$ cat src/rtl/rv_mdu.sv
// Iterative RV32M/RV64M multiply/divide unit: shift-add multiply and restoring
// divide, one bit per cycle, with RISC-V divide-by-zero/overflow results and flush.
module rv_mdu #(
  parameter int XLEN = 32
) (
  input  logic            clk_i,
  input  logic            rstn_i,
  input  logic            mdu_req_i,
  input  logic [2:0]      mdu_op_i,
  input  logic [XLEN-1:0] mdu_port_a_i,
  input  logic [XLEN-1:0] mdu_port_b_i,
  input  logic            mdu_kill_i,
  output logic            mdu_ready_o,
  output logic            mdu_valid_o,
  output logic [XLEN-1:0] mdu_result_o
);

  localparam int CW = $clog2(XLEN);

  localparam logic [2:0] OP_MUL    = 3'd0;
  localparam logic [2:0] OP_MULH   = 3'd1;
  localparam logic [2:0] OP_MULHSU = 3'd2;
  localparam logic [2:0] OP_MULHU  = 3'd3;
  localparam logic [2:0] OP_DIV    = 3'd4;
  localparam logic [2:0] OP_DIVU   = 3'd5;
  localparam logic [2:0] OP_REM    = 3'd6;
  localparam logic [2:0] OP_REMU   = 3'd7;

  typedef enum logic [1:0] {IDLE, CALC, DONE} state_e;

  state_e            state_q, state_d;
  logic [CW-1:0]     cnt_q, cnt_d;
  logic [2:0]        op_q, op_d;
  logic [2*XLEN-1:0] acc_q, acc_d;
  logic [XLEN-1:0]   opnd_q, opnd_d;
  logic              neg_q, neg_d;
  logic [XLEN-1:0]   result_q, result_d;

  logic            accept;
  logic            a_sgn, b_sgn, a_neg, b_neg;
  logic [XLEN-1:0] a_mag, b_mag;
  logic            div_zero, div_ovf, early;
  logic [XLEN-1:0] early_res;

  logic [XLEN:0]     mul_sum;
  logic [2*XLEN-1:0] mul_next;
  logic [XLEN:0]     div_shift;
  logic              div_ge;
  logic [XLEN-1:0]   div_diff, div_rem;
  logic [2*XLEN-1:0] div_next;
  logic [2*XLEN-1:0] iter_next, prod_s;
  logic [XLEN-1:0]   quo, rem, fin_res;

  assign accept = mdu_req_i & mdu_ready_o & ~mdu_kill_i;

  // Operand decode at accept: magnitudes, result sign and the RISC-V shortcut cases
  always_comb begin
    a_sgn    = (mdu_op_i == OP_MULH) | (mdu_op_i == OP_MULHSU) |
               (mdu_op_i == OP_DIV)  | (mdu_op_i == OP_REM);
    b_sgn    = (mdu_op_i == OP_MULH) | (mdu_op_i == OP_DIV) | (mdu_op_i == OP_REM);
    a_neg    = a_sgn & mdu_port_a_i[XLEN-1];
    b_neg    = b_sgn & mdu_port_b_i[XLEN-1];
    a_mag    = a_neg ? -mdu_port_a_i : mdu_port_a_i;
    b_mag    = b_neg ? -mdu_port_b_i : mdu_port_b_i;
    div_zero = mdu_op_i[2] & (mdu_port_b_i == '0);
    div_ovf  = mdu_op_i[2] & ~mdu_op_i[0] &
               (mdu_port_a_i == {1'b1, {(XLEN-1){1'b0}}}) & (&mdu_port_b_i);
    early    = div_zero | div_ovf;
    if (div_zero) early_res = mdu_op_i[1] ? mdu_port_a_i : '1;
    else          early_res = mdu_op_i[1] ? '0 : mdu_port_a_i;
  end

  // One iteration of either core; acc holds {hi, lo} (mul) or {rem, dividend/quotient} (div)
  always_comb begin
    mul_sum   = {1'b0, acc_q[2*XLEN-1:XLEN]} + (acc_q[0] ? {1'b0, opnd_q} : '0);
    mul_next  = {mul_sum, acc_q[XLEN-1:1]};
    div_shift = {acc_q[2*XLEN-1:XLEN], acc_q[XLEN-1]};
    div_ge    = div_shift[XLEN] | (div_shift[XLEN-1:0] >= opnd_q);
    div_diff  = div_shift[XLEN-1:0] - opnd_q;
    div_rem   = div_ge ? div_diff : div_shift[XLEN-1:0];
    div_next  = {div_rem, acc_q[XLEN-2:0], div_ge};
    iter_next = op_q[2] ? div_next : mul_next;
    prod_s    = neg_q ? -iter_next : iter_next;
    quo       = iter_next[XLEN-1:0];
    rem       = iter_next[2*XLEN-1:XLEN];
    case (op_q)
      OP_MUL:                       fin_res = prod_s[XLEN-1:0];
      OP_MULH, OP_MULHSU, OP_MULHU: fin_res = prod_s[2*XLEN-1:XLEN];
      OP_DIV, OP_DIVU:              fin_res = neg_q ? -quo : quo;
      default:                      fin_res = neg_q ? -rem : rem;
    endcase
  end

  // State register and datapath flops
  always_ff @(posedge clk_i) begin
    if (!rstn_i) begin
      state_q  <= IDLE;
      cnt_q    <= '0;
      op_q     <= '0;
      acc_q    <= '0;
      opnd_q   <= '0;
      neg_q    <= 1'b0;
      result_q <= '0;
    end else begin
      state_q  <= state_d;
      cnt_q    <= cnt_d;
      op_q     <= op_d;
      acc_q    <= acc_d;
      opnd_q   <= opnd_d;
      neg_q    <= neg_d;
      result_q <= result_d;
    end
  end

  always_comb begin
    state_d = state_q;
    case (state_q)
      IDLE:    if (accept) state_d = early ? DONE : CALC;
      CALC:    if (mdu_kill_i) state_d = IDLE;
               else if (cnt_q == '0) state_d = DONE;
      DONE:    state_d = IDLE;
      default: state_d = IDLE;
    endcase
  end

  always_comb begin
    mdu_ready_o  = (state_q == IDLE);
    mdu_valid_o  = (state_q == DONE) & ~mdu_kill_i;
    mdu_result_o = result_q;
  end

  always_comb begin
    op_d     = op_q;
    acc_d    = acc_q;
    opnd_d   = opnd_q;
    neg_d    = neg_q;
    cnt_d    = cnt_q;
    result_d = result_q;
    if (state_q == IDLE && accept) begin
      op_d   = mdu_op_i;
      acc_d  = {{XLEN{1'b0}}, mdu_op_i[2] ? a_mag : b_mag};
      opnd_d = mdu_op_i[2] ? b_mag : a_mag;
      neg_d  = (mdu_op_i == OP_REM) ? a_neg : (a_neg ^ b_neg);
      if (early) result_d = early_res;
      else       cnt_d    = CW'(XLEN-1);
    end else if (state_q == CALC && !mdu_kill_i) begin
      acc_d = iter_next;
      if (cnt_q == '0) result_d = fin_res;
      else             cnt_d    = cnt_q - CW'(1);
    end
  end

endmodule

$ cat config.mk
export PLATFORM = sky130hd
export DESIGN_NAME = rv_mdu
export DESIGN_NICKNAME = d
export VERILOG_FILES = /design/src/rtl/rv_mdu.sv
export SDC_FILE = /design/constraint.sdc
export NUM_CORES = 1
export LEC_CHECK = 0
export CAP_MARGIN = 20
export CORE_ASPECT_RATIO = 1.1
export CORE_MARGIN = 4
export CORE_UTILIZATION = 65
export DETAILED_ROUTE_END_ITERATION = 8
export PLACE_DENSITY_LB_ADDON = 0.05
export SKIP_LAST_GASP = 1
export SYNTH_ARGS = -nofsm -noshare
export SYNTH_HDL_FRONTEND = slang
export SYNTH_SLANG_ARGS = --single-unit
$ cat constraint.sdc
create_clock -name clk_i -period 9.1 [get_ports clk_i]
set_clock_uncertainty 0.1 [all_clocks]
set_input_delay 0.91 -clock clk_i [delete_from_list [all_inputs] [get_ports clk_i]]
set_output_delay 0.91 -clock clk_i [all_outputs]
set_load 0.005 [all_outputs]
---- Word level (Yosys, flattened, before mapping) ----
Cells that the tools add are included.
cells by class
  $add $sub $neg .......................... 8
  multipliers ............................. 0
  divide/modulo/power cells ............... 0
  magnitude comparators ................... 1
  equal/unequal tests ..................... 17
  shifts and indexed selects .............. 0
  multiplexer cells ....................... 30
  bitwise logic cells ..................... 20
  reduce and logical (&&, ||, !) cells .... 16
operator list
  operator                                                            count
  32-bit two-way mux                                                  17
  64-bit two-way mux                                                  2
  32-bit negator                                                      4
  32-bit one-hot mux with 3 select lines                              1
  64-bit negator                                                      1
  32-bit by 32-bit adder with 33-bit output                           1
  32-bit == test, second input constant                               1
  32-bit >= comparator                                                1
  32-bit logical NOT                                                  1
  32-bit AND reduction                                                1
  32-bit subtractor                                                   1
  5-bit two-way mux                                                   4
  3-bit == test, second input constant                                4
  1-bit bitwise AND                                                   9
  3-bit by 2-bit == test with 1-bit output, second input constant     3
  2-bit two-way mux                                                   4
  1-bit bitwise OR                                                    7
  3-bit by 1-bit == test with 1-bit output, second input constant     2
  3-bit AND reduction                                                 2
  5-bit logical NOT                                                   1
  5-bit by 1-bit subtractor with 5-bit output, second input constant  1
  2-bit by 1-bit != test with 1-bit output, second input constant     2
  2-bit != test, second input constant                                2
  2-bit one-hot mux with 2 select lines                               1
  14 further kinds                                                    19
word-level totals
  register bits after elaboration ......... 139
  latch bits .............................. 0
  bits in writable memories ............... 0
  ROM bits ................................ 0
  input bits .............................. 71
  output and inout bits ................... 34
  word-level logic and storage cells ...... 100
  memories kept ........................... 0

---- Logic depth before layout (Yosys ltp) ----
  depth in word-level cells ............... 10
  mapped depth ............................ 27
  gate-level depth less buffers ........... 23

---- Least setup slack after synthesis ----
OpenSTA, ideal clock, no wires.
  path kind ............................... register to register
  start ................................... register op_q[2]
  end ..................................... register result_q[26], in the netlist mdu_result_o[26]
  arrival ................................. 5.942 ns
  data required time ...................... 8.870 ns
  slack ................................... 2.928 ns
  cell stages (with the launch flop) ...... 25
  buffers on the path ..................... 10
  path through ............................ dfxtp_1 > buf_2 > buf_1 > buf_2 > buf_2 > buf_2 > buf_2 > buf_1 > buf_1 > buf_2 > nand2_1 > o21ai_0 > ha_1 > o211ai_1 > or4_1 > or3_1 > or2_1 > or2_0 > clkbuf_1 > or4_1 > nor2_1 > a2bb2oi_1 > o31a_1 > nor3b_1 > o22ai_1
between the ends
  cells in the longest elaborated chain, start to end .. 7
  elaborated cells on any way between the ends .. 19
  classes of those cells .................. add/sub: 3; eq/ne: 5; mux: 8; reduce/logical: 3
RTL lines
  item                                              RTL line  RTL
  from (decl)                                       33        logic [2:0] op_q, op_d;
  from (signal assigned)                            107       op_q <= op_d;
  64-bit two-way mux                                82        iter_next = op_q[2] ? div_next : mul_next;
  64-bit negator, or another cell as far along      83        prod_s = neg_q ? -iter_next : iter_next;
  64-bit two-way mux, or another cell as far along  83
  32-bit one-hot mux with 3 select lines *          86        case (op_q)
  32-bit two-way mux *                              148       if (cnt_q == '0) result_d = fin_res;
  32-bit two-way mux *                              146       end else if (state_q == CALC && !mdu_kill_i) begin
  32-bit two-way mux *                              139       if (state_q == IDLE && accept) begin
  to (signal assigned)                              111       result_q <= result_d;
  to (decl)                                         37        logic [XLEN-1:0] result_q, result_d;
Every way passes the cells marked *; elsewhere a longest branch is shown, timed or not. The select of a mux whose other input is x is not followed.
A chain may end at the register's enable or synchronous reset.

---- Worst setup path after layout ----
  start ................................... register opnd_q[27]
  end ..................................... register result_q[26], in the netlist mdu_result_o[26]
between the ends
  cells in the longest elaborated chain, start to end .. 10
  elaborated cells on any way between the ends .. 16
  classes of those cells .................. add/sub: 4; order compare: 1; mux: 10; bitwise: 1
RTL lines
  item                                                             RTL line  RTL
  from (decl)                                                      35        logic [XLEN-1:0] opnd_q, opnd_d;
  from (signal assigned)                                           109       opnd_q <= opnd_d;
  32-bit >= comparator                                             78        div_ge = div_shift[XLEN] | (div_shift[XLEN-1:0] >= opnd_q);
  1-bit bitwise OR                                                 78
  32-bit two-way mux                                               80        div_rem = div_ge ? div_diff : div_shift[XLEN-1:0];
  64-bit two-way mux *                                             82
  64-bit negator / 32-bit negator (equally long branches)          83, 90
  64-bit two-way mux / 32-bit two-way mux (equally long branches)  83, 90
  32-bit one-hot mux with 3 select lines *                         86
  32-bit two-way mux *                                             148
  32-bit two-way mux *                                             146
  32-bit two-way mux *                                             139
Marked as above.

==> results.md <==
- The starting DRC count in detailed routing is about 2600.
- The worst hold path begins at mdu_result_o[4]$_SDFFE_PN0P_.
- After synthesis the cells add up to 0.0155 mm².
- From bottom edge to top edge, the die measures roughly 170 µm.
- The worst hold path class is flop to flop.
- The number of setup violations in the final report is 0.
- In the finished design, the share of the clock period the worst path needs comes to a little over 70%.
- The clock insertion delay at the later pin of the skew report is between 400 and 500 ps.
- The initial antenna violation count is 2.
- The core area is roughly 0.024 mm².
- The placed cell area is 0.0166 mm².
- CTS built an H-tree with a depth of 4.
- The number of enable flip-flop cells after synthesis is 0.
- In this run, synthesis produced a sequential element count of 139.
- The weighted congestion reported at the end of routability-driven placement is around 1.1.
- The cell area power density is ~130 mW/mm².
- The number of hold-slack violations in the final timing report came to 0.
- The count of cells resized by post-cts repair is 0.
- The worst setup path is captured at a flop.
- The synthesized area per cell is between 6 and 7 µm².
- The die area is ~0.026 mm².
- The maximum fanout along the worst path is 9.
- The yosys synthesis warning count is 0.
- Synthesis handed over a netlist of around 2300 instances.
- The first detailed-routing pass ran for 8 iterations.
- From left edge to right edge, the die measures 155 µm.
- The routed layout has ~18000 vias.
- Summed over all layers, the global routing overflow is 0.
- The launch point of the worst path is opnd_q[27]$_SDFFE_PN0P_.
- In this run, flip-flops and latches consume between 20% and 30% of the power.
- For the final routed database, the setup TNS stands at 0 ps.
- The placed wire-length estimate after detailed placement is 45.0 mm.
- Across the run, the number of max-cap violations was 0.
- Data on the critical path is required at its endpoint by between 9000 and 10000 ps.
- For this run, the leading register cell type out of synthesis is sky130_fd_sc_hd__dfxtp_1.
- In the global route stage, overall resource usage came out at a little over two fifths.
- 0 antenna diodes ended up in the layout.
- The number of nets with antenna violations after routing is 0.
- In this run the power spent charging and discharging nets is 0.000955 W.
- The number of buffers added for setup after CTS is 0.
- After routing the design area is roughly 0.017 mm².
- Clock-pin slew was measured on the worst setup and hold paths at 80 ps.
- The switching share of total power is a little over two fifths.
- The critical path in this run is classified as flop to flop.
- The maximum number of buffers from clock root to sink is 2.
- The slew at the pin closest to its max-slew limit is ~1200 ps.
- The global-route wire length before repair is 92.1 mm.
- The area added between synthesis and finish is 10.8%.
- The number of global-route vias before repair is 16600.
- The maximum operating frequency is 152 MHz.
- The internal power of the cells is approximately 0.0013 W.
- Summed over all cells, the static leakage comes to between 6 and 7 nW.
- STA puts the critical path data arrival time at ~6800 ps.
- The number of nets in the layout is roughly 2400.
- Combinational logic burns 38.4% of the power.
- The floorplan has 59 rows.
- The flow ran to the end, and the final reports show no timing, DRC or antenna violations.
- The clock sink count is about 140.
- In the routed layout, each cell is associated on average with a via count of between 7 and 8.
- The effective utilization at floorplan is between 60% and 70%.
- The number of top-level design ports is between 100 and 150.
- During placement, the flow inserted port buffers numbering 104.
- The start of the worst register-to-register path is opnd_q[27]$_SDFFE_PN0P_.
- The distinct cell type count after synthesis is between 100 and 150.
- The post-route minimum period is ~6600 ps.
- The number of hold buffers added after cts is 0.
- The sequential fraction of the synthesis area is 17.9%.
- For this run, asynchronously set or reset flops after synthesis account for 0%.
- STA classifies the critical path startpoint as a flop.
- The relative max-transition margin is a little over 20%.
- The maximum number of pins on one net before global-route repair is 90.
- The number of buffers inserted during clock tree synthesis is 17.
- Synthesis produced a netlist with a net count of roughly 2400.
- In the final routed layout, each cell accounts on average for ~23 µm.
- Setup repair after global routing left no endpoint under its margin.
- The power share of the clock group is approximately 32%.
- The overall routed net length is between 60 and 70 mm.
- The root buffer selected by CTS is sky130_fd_sc_hd__clkbuf_16.
- The ratio of cells with drive above 1 in the final layout is around 5.8%.
- TritonCTS built the clock tree.
- The final routed DRC violation total is 0.
- Hold is met by between 300 and 400 ps.
- VDD sags by at most approximately 0.095 mV.
- The number of pins with negative max-slew slack in the final report is 0.
-- cells in the mapped netlist (20+ instances only) --
cell type                    n  area, µm²
sky130_fd_sc_hd__a211oi_1   56        420
sky130_fd_sc_hd__a21o_1     23        173
sky130_fd_sc_hd__a21oi_1   275       1380
sky130_fd_sc_hd__and2_1     46        288
sky130_fd_sc_hd__clkbuf_1  113        424
sky130_fd_sc_hd__dfxtp_1   139       2780
sky130_fd_sc_hd__ha_1       71        888
sky130_fd_sc_hd__inv_1      65        244
sky130_fd_sc_hd__mux2i_1    44        440
sky130_fd_sc_hd__nand2_1   305       1140
sky130_fd_sc_hd__nand2b_1   20        125
sky130_fd_sc_hd__nand3_1    39        195
sky130_fd_sc_hd__nand4_1    24        150
sky130_fd_sc_hd__nor2_1    246        923
sky130_fd_sc_hd__nor3_1     70        350
sky130_fd_sc_hd__o211ai_1   93        698
sky130_fd_sc_hd__o21ai_0   128        641
sky130_fd_sc_hd__o31ai_1    31        233
sky130_fd_sc_hd__or3_1      26        163
sky130_fd_sc_hd__xnor2_1    93        815
sky130_fd_sc_hd__xor2_1     71        622
-- routing by layer --
metal / part of all wire, % / wire length, µm / track usage, %
met2: 44 / 26300 / 68.9
met3: 12 / 6910 / 9.36
met1: 37 / 22100 / 53.7
met4: 7.8 / 4660 / 28.4
met5: 0.045 / 27 / 0
-- cell usage in the layout (no fill, tap or decap), types with 10 or more instances in the layout --
master	Yosys	routed
sky130_fd_sc_hd__a211oi_1	56	56
sky130_fd_sc_hd__a21o_1	23	23
sky130_fd_sc_hd__a21oi_1	275	275
sky130_fd_sc_hd__a31oi_1	16	16
sky130_fd_sc_hd__and2_1	46	45
sky130_fd_sc_hd__buf_4	1	23
sky130_fd_sc_hd__clkbuf_16	0	17
sky130_fd_sc_hd__clkdlybuf4s50_1	0	103
sky130_fd_sc_hd__dfxtp_1	139	137
sky130_fd_sc_hd__ha_1	71	71
sky130_fd_sc_hd__inv_1	65	65
sky130_fd_sc_hd__mux2i_1	44	44
sky130_fd_sc_hd__nand2_1	305	305
sky130_fd_sc_hd__nand2b_1	20	20
sky130_fd_sc_hd__nand3_1	39	39
sky130_fd_sc_hd__nand4_1	24	24
sky130_fd_sc_hd__nor2_1	246	245
sky130_fd_sc_hd__nor3_1	70	70
sky130_fd_sc_hd__nor4_1	15	15
sky130_fd_sc_hd__o211ai_1	93	93
sky130_fd_sc_hd__o21a_1	19	19
sky130_fd_sc_hd__o21ai_0	128	127
sky130_fd_sc_hd__o221ai_1	10	10
sky130_fd_sc_hd__o22ai_1	12	12
sky130_fd_sc_hd__o31ai_1	31	31
sky130_fd_sc_hd__or2_2	17	17
sky130_fd_sc_hd__or3_1	26	26
sky130_fd_sc_hd__or4_1	11	11
sky130_fd_sc_hd__xnor2_1	93	93
sky130_fd_sc_hd__xor2_1	71	71
-- power by group through the flow --
stage          Combinational (W)  Sequential [W]  Clock (W)
3_3_place_gp            0.000813        0.000686          0
3_5_place_dp            0.000827        0.000685          0
4_1_cts                 0.000834        0.000672   0.000709
5_1_grt                 0.000923        0.000677   0.000742
2_1_floorplan           0.000572        0.000671          0
6_report                0.000871        0.000674   0.000726
-- per-stage QoR --
step                      setup WS (ps)  power [W]  std cells  utilization [%]
after CTS                          2720    0.00222       2607             72.7
after global routing               2280    0.00234       2609             72.8
after detailed placement           2780    0.00151       2575             70.2
after global placement             2780    0.00150       2574             70.1
after floorplan                    2930    0.00124       2286                -
final                              2530    0.00227       2609             72.8
-- layout make-up --
type / count / area, µm²
flip-flops and latches: 139 / 2790
multi-input cells: 1935 / 11900
repair buffers: 130 / 1270
clock buffers: 18 / 439
well taps: 305 / 382
inverters: 68 / 255
clock inverters: 14 / 144
fillers: 2013 / 6420
-- sequential cells by signal, indices dropped and copies added (netlist names) --
register      count
cnt_q             5
opnd_q           32
acc_q            64
op_q              3
neg_q             1
mdu_result_o     32
state_q           2
-- worst max-delay path, cell delays in order (launching register included) --
cell and delay (ps):
sky130_fd_sc_hd__dfxtp_1 360, sky130_fd_sc_hd__inv_1 50, sky130_fd_sc_hd__ha_1 360, sky130_fd_sc_hd__a21oi_1 210, sky130_fd_sc_hd__o21ai_0 160, sky130_fd_sc_hd__a211oi_1 530
sky130_fd_sc_hd__o21ai_4 200, sky130_fd_sc_hd__nor2_2 150, sky130_fd_sc_hd__nand2_1 80, sky130_fd_sc_hd__o21ai_0 160, sky130_fd_sc_hd__ha_1 250, sky130_fd_sc_hd__o211ai_1 150
sky130_fd_sc_hd__or4_1 610, sky130_fd_sc_hd__or3_1 430, sky130_fd_sc_hd__or2_1 290, sky130_fd_sc_hd__or2_0 480, sky130_fd_sc_hd__or4_1 670, sky130_fd_sc_hd__nor2_1 180
sky130_fd_sc_hd__a2bb2oi_1 200, sky130_fd_sc_hd__o31a_1 120, sky130_fd_sc_hd__nor3b_1 540, sky130_fd_sc_hd__o22ai_1 140
-- worst paths after layout --
check	end	slack, ps	cells past startpoint
worst max-delay path	mdu_result_o[26]$_SDFFE_PN0P_	2530	21
worst min-delay path	mdu_result_o[4]$_SDFFE_PN0P_	360	2
worst max register to register	mdu_result_o[26]$_SDFFE_PN0P_	2530	21
worst min register to register	mdu_result_o[4]$_SDFFE_PN0P_	360	2
-- cells by family (layout without fill, tap and decap cells) --
logic type | after synthesis | in the layout | synth area share (%)
AOI/OAI and AO/OA | 780 | 780 | 32.3
xor gates and xnor gates | 164 | 164 | 9.25
adders and majority gates | 73 | 73 | 5.98
buffers and inverters | 212 | 230 | 5.38
DFF | 139 | 139 | 17.9
muxes | 51 | 51 | 3.34
and+or+nand+nor | 867 | 867 | 25.8
Power figures use the tool's default switching activity.
